**config.mk**
```make
export PLATFORM = sky130hd
export DESIGN_NAME = ws2812_chain_drv
export DESIGN_NICKNAME = d
export VERILOG_FILES = /design/src/rtl/ws2812_chain_drv.sv
export SDC_FILE = /design/constraint.sdc
export NUM_CORES = 1
export LEC_CHECK = 0
export CAP_MARGIN = 25
export CORE_MARGIN = 2
export CORE_UTILIZATION = 50
export DETAILED_ROUTE_END_ITERATION = 7
export GPL_TIMING_DRIVEN = 0
export PLACE_DENSITY = 0.67
export SYNTH_ARGS = -nofsm -noshare
export SYNTH_HDL_FRONTEND = slang
export SYNTH_SLANG_ARGS = --single-unit
```
**constraint.sdc**
```tcl
create_clock -name clk -period 4.2 [get_ports clk]
set_input_delay 1.05 -clock clk [delete_from_list [all_inputs] [get_ports clk]]
set_output_delay 1.05 -clock clk [all_outputs]
set_load 0.1 [all_outputs]
```
**src/rtl/ws2812_chain_drv.sv**
```systemverilog
// WS2812/SK6812 chain driver: serialises an internal LED_NUM x BIT_W pixel memory onto one wire.
// Latency: first HIGH two cycles after an accepted start; bits and LEDs are back to back; a latch gap ends the frame.
// Backpressure: none. start is ignored while busy and in the done cycle. Writes are always accepted.
module ws2812_chain_drv #(
    parameter int CLK_FRE  = 27_000_000,
    parameter int LED_NUM  = 8,
    parameter int BIT_W    = 24,
    parameter int T1H_NS   = 850,
    parameter int T1L_NS   = 400,
    parameter int T0H_NS   = 400,
    parameter int T0L_NS   = 850,
    parameter int RESET_US = 80,
    localparam int AW      = (LED_NUM > 1) ? $clog2(LED_NUM) : 1
) (
    input  logic             clk,
    input  logic             rst_n,
    input  logic             wr_en,
    input  logic [AW-1:0]    wr_addr,
    input  logic [BIT_W-1:0] wr_data,
    input  logic             start,
    output logic             busy,
    output logic             done,
    output logic             dout
);

    function automatic int ns2cyc(input int t_ns);
        longint c;
        c = (longint'(CLK_FRE) / 1000 * longint'(t_ns) + 500_000) / 1_000_000;
        return (c < 1) ? 1 : int'(c);
    endfunction

    function automatic int imax(input int a, input int b);
        return (a > b) ? a : b;
    endfunction

    localparam int N1H      = ns2cyc(T1H_NS);
    localparam int N1L      = ns2cyc(T1L_NS);
    localparam int N0H      = ns2cyc(T0H_NS);
    localparam int N0L      = ns2cyc(T0L_NS);
    localparam int NRST_RAW = CLK_FRE / 1_000_000 * RESET_US;
    localparam int NRST     = (NRST_RAW < 1) ? 1 : NRST_RAW;
    localparam int CNT_MAX  = imax(imax(imax(N1H, N1L), imax(N0H, N0L)), NRST);
    localparam int CW       = $clog2(CNT_MAX + 1);
    localparam int BCW      = (BIT_W > 1) ? $clog2(BIT_W) : 1;

    localparam logic [CW-1:0]  C1H    = CW'(N1H - 1);
    localparam logic [CW-1:0]  C1L    = CW'(N1L - 1);
    localparam logic [CW-1:0]  C0H    = CW'(N0H - 1);
    localparam logic [CW-1:0]  C0L    = CW'(N0L - 1);
    localparam logic [CW-1:0]  C_RST  = CW'(NRST - 1);
    localparam logic [BCW-1:0] B_TOP  = BCW'(BIT_W - 1);
    localparam logic [AW-1:0]  A_LAST = AW'(LED_NUM - 1);
    localparam logic [AW:0]    A_LIM  = (AW + 1)'(LED_NUM);

    localparam logic [2:0] S_IDLE  = 3'd0;
    localparam logic [2:0] S_LOAD  = 3'd1;
    localparam logic [2:0] S_HIGH  = 3'd2;
    localparam logic [2:0] S_LOW   = 3'd3;
    localparam logic [2:0] S_LATCH = 3'd4;

    logic [2:0]       r_state;
    logic [CW-1:0]    r_cnt;
    logic [BCW-1:0]   r_bit;
    logic [AW-1:0]    r_led;
    logic [BIT_W-1:0] r_shift;
    logic             r_busy;
    logic             r_done;
    logic             r_dout;
    logic [BIT_W-1:0] r_mem [LED_NUM];

    logic             w_last_led;
    logic [AW-1:0]    w_rd_addr;
    logic [BIT_W-1:0] w_rd_dat;
    logic [CW-1:0]    w_ld_cnt;
    logic [CW-1:0]    w_nxt_cnt;

    // Pixel memory has no reset so its contents survive a mid-frame abort.
    always_ff @(posedge clk) begin
        if (wr_en && ({1'b0, wr_addr} < A_LIM)) begin
            r_mem[wr_addr] <= wr_data;
        end
    end

    // The next LED's word is read during the final LOW cycle of the current LED, so its first HIGH follows with no gap.
    assign w_last_led = (r_led == A_LAST);
    assign w_rd_addr  = (r_state == S_LOW && !w_last_led) ? r_led + AW'(1) : r_led;
    assign w_rd_dat   = r_mem[w_rd_addr];
    assign w_ld_cnt   = w_rd_dat[BIT_W-1] ? C1H : C0H;
    assign w_nxt_cnt  = r_shift[BIT_W-2] ? C1H : C0H;

    always_ff @(posedge clk or negedge rst_n) begin
        if (!rst_n) begin
            r_state <= S_IDLE;
            r_cnt   <= '0;
            r_bit   <= '0;
            r_led   <= '0;
            r_shift <= '0;
            r_busy  <= 1'b0;
            r_done  <= 1'b0;
            r_dout  <= 1'b0;
        end else begin
            r_done <= 1'b0;
            case (r_state)
                S_IDLE: begin
                    if (start && !r_done) begin
                        r_state <= S_LOAD;
                        r_busy  <= 1'b1;
                        r_led   <= '0;
                    end
                end
                S_LOAD: begin
                    r_shift <= w_rd_dat;
                    r_bit   <= B_TOP;
                    r_cnt   <= w_ld_cnt;
                    r_dout  <= 1'b1;
                    r_state <= S_HIGH;
                end
                S_HIGH: begin
                    if (r_cnt == '0) begin
                        r_cnt   <= r_shift[BIT_W-1] ? C1L : C0L;
                        r_dout  <= 1'b0;
                        r_state <= S_LOW;
                    end else begin
                        r_cnt <= r_cnt - CW'(1);
                    end
                end
                S_LOW: begin
                    if (r_cnt != '0) begin
                        r_cnt <= r_cnt - CW'(1);
                    end else if (r_bit != '0) begin
                        r_shift <= {r_shift[BIT_W-2:0], 1'b0};
                        r_bit   <= r_bit - BCW'(1);
                        r_cnt   <= w_nxt_cnt;
                        r_dout  <= 1'b1;
                        r_state <= S_HIGH;
                    end else if (!w_last_led) begin
                        r_led   <= r_led + AW'(1);
                        r_shift <= w_rd_dat;
                        r_bit   <= B_TOP;
                        r_cnt   <= w_ld_cnt;
                        r_dout  <= 1'b1;
                        r_state <= S_HIGH;
                    end else begin
                        r_cnt   <= C_RST;
                        r_state <= S_LATCH;
                    end
                end
                S_LATCH: begin
                    if (r_cnt == '0) begin
                        r_done  <= 1'b1;
                        r_busy  <= 1'b0;
                        r_state <= S_IDLE;
                    end else begin
                        r_cnt <= r_cnt - CW'(1);
                    end
                end
                default: r_state <= S_IDLE;
            endcase
        end
    end

    assign busy = r_busy;
    assign done = r_done;
    assign dout = r_dout;

endmodule
```
# Word-level counts from Yosys, hierarchy flattened
# Memory sizes are Yosys's and may differ from the RTL's.
# Index checks and enable logic that the tools add are counted.
[totals]
register_bits = 50
latch_bits = 0
mem_bits_rw = 192
mem_bits_ro = 0
input_bits = 31
wordCells = 85
memories = 1
[mem_list]
columns = ["memory", "depth", "width", "read_ports", "rd_ports_with_merged_regs", "write_ports", "line_no", "source"]
rows = [
  ["r_mem", 8, 24, 1, 0, 1, "69", "logic [BIT_W-1:0] r_mem [LED_NUM];"],
]
[classes]
add_sub_neg = 3
multipliers = 0
div_mod_pow = 0
n_lt_le_gt_ge = 0
n_eq_ne = 13
shift = 0
muxes = 41
bitwise = 0
reduce_logical = 19
[ops]
columns = ["operator", "n"]
rows = [
  ["$mux 24", 3],
  ["$mux 12", 5],
  ["$pmux 12 s4", 1],
  ["$pmux 24 s2", 1],
  ["$mux 3", 11],
  ["$mux 5", 6],
  ["$pmux 3 s5", 1],
  ["$ne 2x2->1 const B", 7],
  ["$logic_not 12->1", 1],
  ["$reduce_bool 12->1", 1],
  ["$sub 12x1->12 const B", 1],
  ["$pmux 5 s2", 1],
  ["$mux 1", 9],
  ["$reduce_and 4->1", 2],
  ["$eq 3x2->1 const B", 2],
  ["$eq 3x3->1 const B", 2],
  ["$pmux 3 s2", 1],
  ["$reduce_and 3->1", 2],
  ["$reduce_bool 2->1", 3],
  ["$reduce_and 5->1", 1],
  ["$reduce_bool 5->1", 1],
  ["$sub 5x1->5 const B", 1],
  ["$reduce_bool 4->1", 1],
  ["$add 3x1->3 const B", 1],
  ["other kinds (9)", 11],
]

# Depth between registers and ports, before layout
# Gate-level depths: netlist (run 1).
# An unclocked memory read counts as a cell.
[depth]
depth_word = 10
ltp_mapped = 11
ltp_nobuf = 9

# Least setup slack after synthesis (run 1)
# OpenSTA, ideal clock, no wires.
[synth_timing]
kind = "in2reg"
startpoint = "in wr_addr[2]"
endpoint = "mem r_mem[0][0] (enable)"
setup_time_ns = 0.435
t_arrival_ns = 2.899
required_ns = 3.765
setup_slack_ns = 0.865
cell_stages = 2
path_buffers = 0
path_cell_list = "nand2b_1 > nor3_1"
[synth_lines]
columns = ["item", "line_no", "source"]
rows = [
  ["from (decl)", "18", "input logic [AW-1:0] wr_addr,"],
  ["to (decl)", "69", ""],
]
# Straight into the memory's write port.

# Worst setup path in the final report (run 1)
[layout_timing]
startpoint = "reg r_led[1]"
endpoint = "reg r_shift[5]"
[layout_via]
elab_chain_len = 9
elab_cells_between_ends = 12
cone_classes = "add/sub: 1; eq/ne: 2; mux: 5; reduce/logical: 3; memory: 1"
[layout_rtl]
columns = ["item", "line_no", "source"]
rows = [
  ["from (decl)", "64", "logic [AW-1:0] r_led;"],
  ["from (signal assigned)", "137", "r_led <= r_led + AW'(1);"],
  ["branches (longest 9 deep; another with $mem_v2 8x24)", "--", ""],
  ["to (signal assigned)", "112", "r_shift <= w_rd_dat;"],
  ["to (signal assigned)", "131", "r_shift <= {r_shift[BIT_W-2:0], 1'b0};"],
  ["to (signal assigned)", "138", "r_shift <= w_rd_dat;"],
  ["to (decl)", "65", "logic [BIT_W-1:0] r_shift;"],
]
# Several ways; the timed one is not identified. The select of a mux whose other input is x is not followed.
# A chain may end at the register's enable or synchronous reset.

==> results of run 1 <==
layer usage:
| metal | routed length [um] | GRT usage |
|---|---|---|
| met1 | 10880 | 0.3307 |
| met2 | 11370 | 0.3565 |
| met3 | 1674 | 0.03292 |
| met4 | 717 | 0.06875 |
| met5 | 0 | 0 |
flip-flops by register name (all words and copies together), names as in the netlist:
signal,count
r_led,3
dout,1
r_bit,5
busy,1
done,1
r_shift,24
r_cnt,12
r_mem,192
r_state,3
power groups by stage:
stage                     Sequential, mW  Clock [mW]  Combinational, mW
after CTS                           2.94        2.07               1.37
final                               2.94        2.05               1.37
after global placement              2.98           0               1.33
after global routing                2.96        2.17               1.50
after detailed placement            2.99           0               1.36
after floorplan                     2.95           0              0.935
area by class of cell:
class,count,area share
sequential,242,0.5944
buffer,49,0.01834
clock buffer,32,0.05427
clock inverter,12,0.009433
tap,270,0.02862
inverter,6,0.001908
timing repair buffer,39,0.03370
multi-input combinational,514,0.2594
path summary, 6_finish.rpt:
| path | start | endpoint |
|---|---|---|
| max reg2reg | r_led[1] | r_shift[5] |
| min reg2reg | r_shift[0] | r_shift[0] |
| min in group clk | r_shift[0] | r_shift[0] |
| max | r_led[1] | r_shift[5] |
| max in group asynchronous | rst_n | r_shift[5] |
| min | rst_n | r_cnt[9] |
through the flow:
stage | hold WS [ps] | area (um2)
CTS | 418.9 | 11800
detailed placement | 475.3 | 11050
global route | 421.9 | 11810
global placement | 460.1 | 10930
floorplan | 447.8 | 10260
finish | 413.1 | 11810
worst max-delay path, cell delays in order, from the launching register on:
cell and delay [ps]:
dfrtp_1 430, ha_1 200, ha_1 230, nor4bb_1 310
buf_2 260, mux2i_1 320, clkbuf_1 540, clkbuf_1 540
o2111ai_1 230, o211ai_1 250, a21oi_1 110
logic make-up (layout without fill, tap and decap cells):
family,count (synthesis),after routing,share of synthesized area
adders and majority gates,6,6,0.007315
xor gates and xnor gates,8,8,0.006828
AOI/OAI and AO/OA,168,168,0.1039
muxes,41,41,0.04023
and+or+nand+nor,291,291,0.1347
buffers and inverters,55,138,0.02329
DFF,242,242,0.6837
synthesized netlist by cell type, drive strengths merged, types with 4 or more instances:
cell / instances
edfxtp: 192
nand3: 117
nand2: 81
a21oi: 74
dfrtp: 50
nor2: 49
mux2i: 39
o2111ai: 31
clkbuf: 29
o21ai: 24
buf: 20
o211ai: 14
nor3: 11
nand4: 7
a31oi: 6
ha: 6
inv: 6
nand2b: 6
xnor2: 6
nand3b: 4
or4: 4
==> impl_metrics.yaml, run 1 <==
outcome:
  status: "finished, final reports clean"
pwr:
  p_clk_frac: 0.322
  peakVddDrop_v: 0.0003297
  power.leakage_nw: 4.229
  comb_power_share: 0.215
  sw_frac_of_total: 0.3023
  switchingPower_mw: 1.921
  p_int_mw: 4.436
  pwr-share-seq: 0.463
  pwr_density_cell_mw_per_mm2: 538.5
  power.total_mw: 6.357
sta:
  fmax_mhz: 280.2
  setup_slack_ps: 631.2
  finalHoldViolCount: 0
  tns_ps: 0
  slew_headroom: 0.3235
  worst_slew_pin_slew_ps: 986.6
  setup_viol: 0
  slew_viol_final: 0
  rsz0062_at_grt: "no"
  period_needed_ps: 3569
  clock_skew_ps: 24.48
  min_period_over_period: 0.8497
critical_path:
  endpoint_kind: "flop"
  worstPathMaxFanout: 10
  startpoint_type: "flop"
  ff2ff_path_depth: 10
  cp.required_ps: 4590
  r2r_slack_ps: 630
  crit_type: "flop to flop"
  critical_path_arrival_ps: 3960
route:
  dr_total_vias: 7049
  wl_per_cell_um: 21.17
  ant_nets: 0
  viasPerCell: 6.056
  wl_mm: 24.65
  drtIter0Drc: 701
  drt-pass1-iter-count: 5
  remaining_drc_errors: 0
clocking:
  clk_pin_slew_worst_paths_ps: 70
  clk_path_buf_depth: 3
  clock-sinks: 242
  h-tree-depth: 1
  postCtsSetupBuffers: 0
  holdBufCountCts: 0
  cts_root_buffer: "clkbuf_16"
  cts.repair.resized: 0
  cts_tree: "built"
  cts_buffers: 24
  worstSkewPairLatency_ps: 540
yosys:
  synth-seq-cells: 242
  synthFlopType: "edfxtp_1"
  synthCells: 811
  yosysUniqueCellTypes: 55
  syn_area_per_cell_um2: 12.65
  yosysTopAreaCellShare: 0.5618
  synth_top_cells_by_area: "edfxtp_1 (56%), dfrtp_1 (12%), nand3_1 (5.7%)"
  async_flop_share: 0.2066
  yosysWarnings: 0
  synth_nets: 848
  synth_area_mm2: 0.01026
  synth-seq-area-share: 0.6837
  synth-edff-count: 192
  synth_top_area_cell: "edfxtp_1"
floorplanning:
  io_pins: 34
  dieArea_mm2: 0.02169
  die_w_um: 147.3
  die_height_um: 147.3
  num_rows: 52
  core_area_mm2: 0.02017
  initial_core_util: 0.5088
placement:
  place_ws_ps: 709.4
  place_congestion: 0.8473
  hpwl_mm: 15.70
  place_inst: 1119
  port_buffers: 33
final_layout:
  syn2layout_area_growth_pct: 15.03
  layout_commonest_cell: "edfxtp_1"
  nFillCells: 1602
  fin_util: 0.5853
  seqCellArea_mm2: 0.007017
  drive_above_1_share: 0.08613
  final_cell_mix: "edfxtp_1 (192), nand3_1 (117), nand2_1 (80)"
  multiInputGateArea_mm2: 0.003062
  final_cells: 1164
  nets: 913
  diodes: 0
run:
  drv_cap: 0
min_path:
  min_path_type: "input pin to asynchronous set/reset pin"
grt:
  grt_pass1_vias: 6780
  antenna_found_initial: 0
  grt_max_degree: 40
  globalRouteTotalUtil: 0.2265
  grt_pass1_wl_mm: 37.84
  gr-total-overflow: 0
(Power assumes the default switching activity.)
==> run 2: changes to the inputs <==
clock period = 3.4 ns   (was 4.2 ns; I/O delays follow)
==> run 2 against run 1 <==
Sequential power is 23% higher. Clock skew is 0.77 ps higher. Global-route usage hardly changed. Wire length is 0.17% lower. Clock power is 23% higher. Maximum frequency is 10% higher. Count of clock-buffer cells in the layout stayed put. Setup slack worse by 460 ps. Non-clock buffer count stayed put. Worst hold slack worse by 200 ps. Register-to-register slack worse by 460 ps. Critical endpoint unchanged.
==> impl_metrics.yaml, run 2 (synthesis gave the netlist of run 1 again) <==
outcome:
  status: "finished, final reports clean"
sta:
  fmax_mhz: 309.3
  worst_slew_pin_slew_ps: 978.2
  slew_headroom: 0.3292
  clock_skew_ps: 25.26
  min_period_over_period: 0.9508
  setup_viol: 0
  timing.hold.ws_ps: 215.3
  rsz0062_at_grt: "no"
  period_needed_ps: 3233
  setup_slack_ps: 167.2
  tns_ps: 0
  finalHoldViolCount: 0
  slew_viol_final: 0
critical_path:
  critical_path_arrival_ps: 3620
  endpoint_kind: "flop"
  crit_type: "flop to flop"
  cp.required_ps: 3790
  ff2ff_path_depth: 10
  worstPathMaxFanout: 10
  startpoint_type: "flop"
run:
  drv_cap: 0
route:
  viasPerCell: 6.118
  drt-pass1-iter-count: 5
  ant_nets: 0
  drtIter0Drc: 736
  dr_total_vias: 7121
  wl_mm: 24.60
  remaining_drc_errors: 0
  wl_per_cell_um: 21.14
final_layout:
  diodes: 0
  reg_top3: "r_mem: 192 flops, r_shift: 24 flops, r_cnt: 12 flops"
  final_cells: 1164
  layout_commonest_cell: "edfxtp_1"
  regMostFlops: "r_mem"
  drive_above_1_share: 0.1007
  final_cell_mix: "edfxtp_1 (192), nand3_1 (117), nand2_1 (80)"
  nFillCells: 1601
  largest_reg_flops: 192
  syn2layout_area_growth_pct: 15.37
  nets: 913
placement:
  hpwl_mm: 15.70
  place_ws_ps: -90.60
  place_congestion: 0.8473
  port_buffers: 33
  place_inst: 1119
grt:
  grt_pass1_vias: 6784
  grt_max_degree: 40
  gr-total-overflow: 0
  antenna_found_initial: 0
  globalRouteTotalUtil: 0.2264
  grt_pass1_wl_mm: 37.81
floorplanning:
  dieArea_mm2: 0.02169
  die_w_um: 147.3
  die_height_um: 147.3
  io_pins: 34
  core_area_mm2: 0.02017
  initial_core_util: 0.5088
  num_rows: 52
clocking:
  cts_buffers: 24
  cts_tree: "built"
  clock-sinks: 242
  clk_pin_slew_worst_paths_ps: 70
  cts_root_buffer: "clkbuf_16"
  h-tree-depth: 1
  worstSkewPairLatency_ps: 540
  holdBufCountCts: 0
  clk_path_buf_depth: 3
pwr:
  peakVddDrop_v: 0.0004079
  power.leakage_nw: 4.267
  pwr_density_cell_mw_per_mm2: 664.9
min_path:
  min_path_type: "input pin to asynchronous set/reset pin"
[run 2: stage by stage]
stage,util,cell area [um2],power (mW)
detailed placement,0.5476,11050,5.365
global route,0.5870,11840,8.219
finish,0.5870,11840,7.873
CTS,0.5852,11800,7.874
floorplan,-,10260,4.800
global placement,0.5419,10930,5.324
[run 2: layout make-up]
cell class	instances	area, um2	area share
sequential	242	7017	0.5926
multi-input combinational	514	3073	0.2595
clock buffer	32	640.6	0.05411
timing repair buffer	39	397.9	0.03360
tap	270	337.8	0.02853
buffer	49	240.2	0.02029
clock inverter	12	111.4	0.009405
inverter	6	22.52	0.001902
[run 2: final timing paths]
path,slack (ps),to,startpoint
setup / recovery,170,r_shift[5],r_led[1]
hold / removal,220,r_cnt[9],rst_n
setup reg to reg,170,r_shift[5],r_led[1]
hold reg to reg,500,r_shift[0],r_shift[0]
max in group asynchronous,2670,r_bit[2],rst_n
min in group clk,500,r_shift[0],r_shift[0]
[run 2: report_power, final]
group          switching, mW  internal [mW]  total (mW)
Clock                   1.11           1.41        2.53
Combinational           1.08          0.629        1.71
Sequential             0.177           3.46        3.63
[run 2: critical path, cell delays in order (launching register included)]
cell,delay [ps]
dfrtp_1,450
ha_1,210
ha_1,230
nor4bb_1,320
buf_2,280
mux2i_1,330
clkbuf_2,350
clkbuf_2,350
o2111ai_1,200
o211ai_1,260
a21oi_1,110
[run 2: repair_timing]
item | CTS | global route
buffers inserted | 0 | 0
resized for setup | 4 | 19
endpoints found under the setup margin | 9 | 19
pin swaps | 0 | 0
[run 2: per-layer routing]
metal	share of wire	wire, um	GRT usage
met5	0	0	0
met2	0.46	11360	0.3570
met1	0.44	10720	0.3288
met3	0.072	1776	0.03447
met4	0.031	751	0.06875
==> run 3: changes to the inputs <==
CTS_CLUSTER_DIAMETER = 120   (was not set)
==> results of run 3 <==
The final DEF is identical to that of run 2; final timing and power are the same.
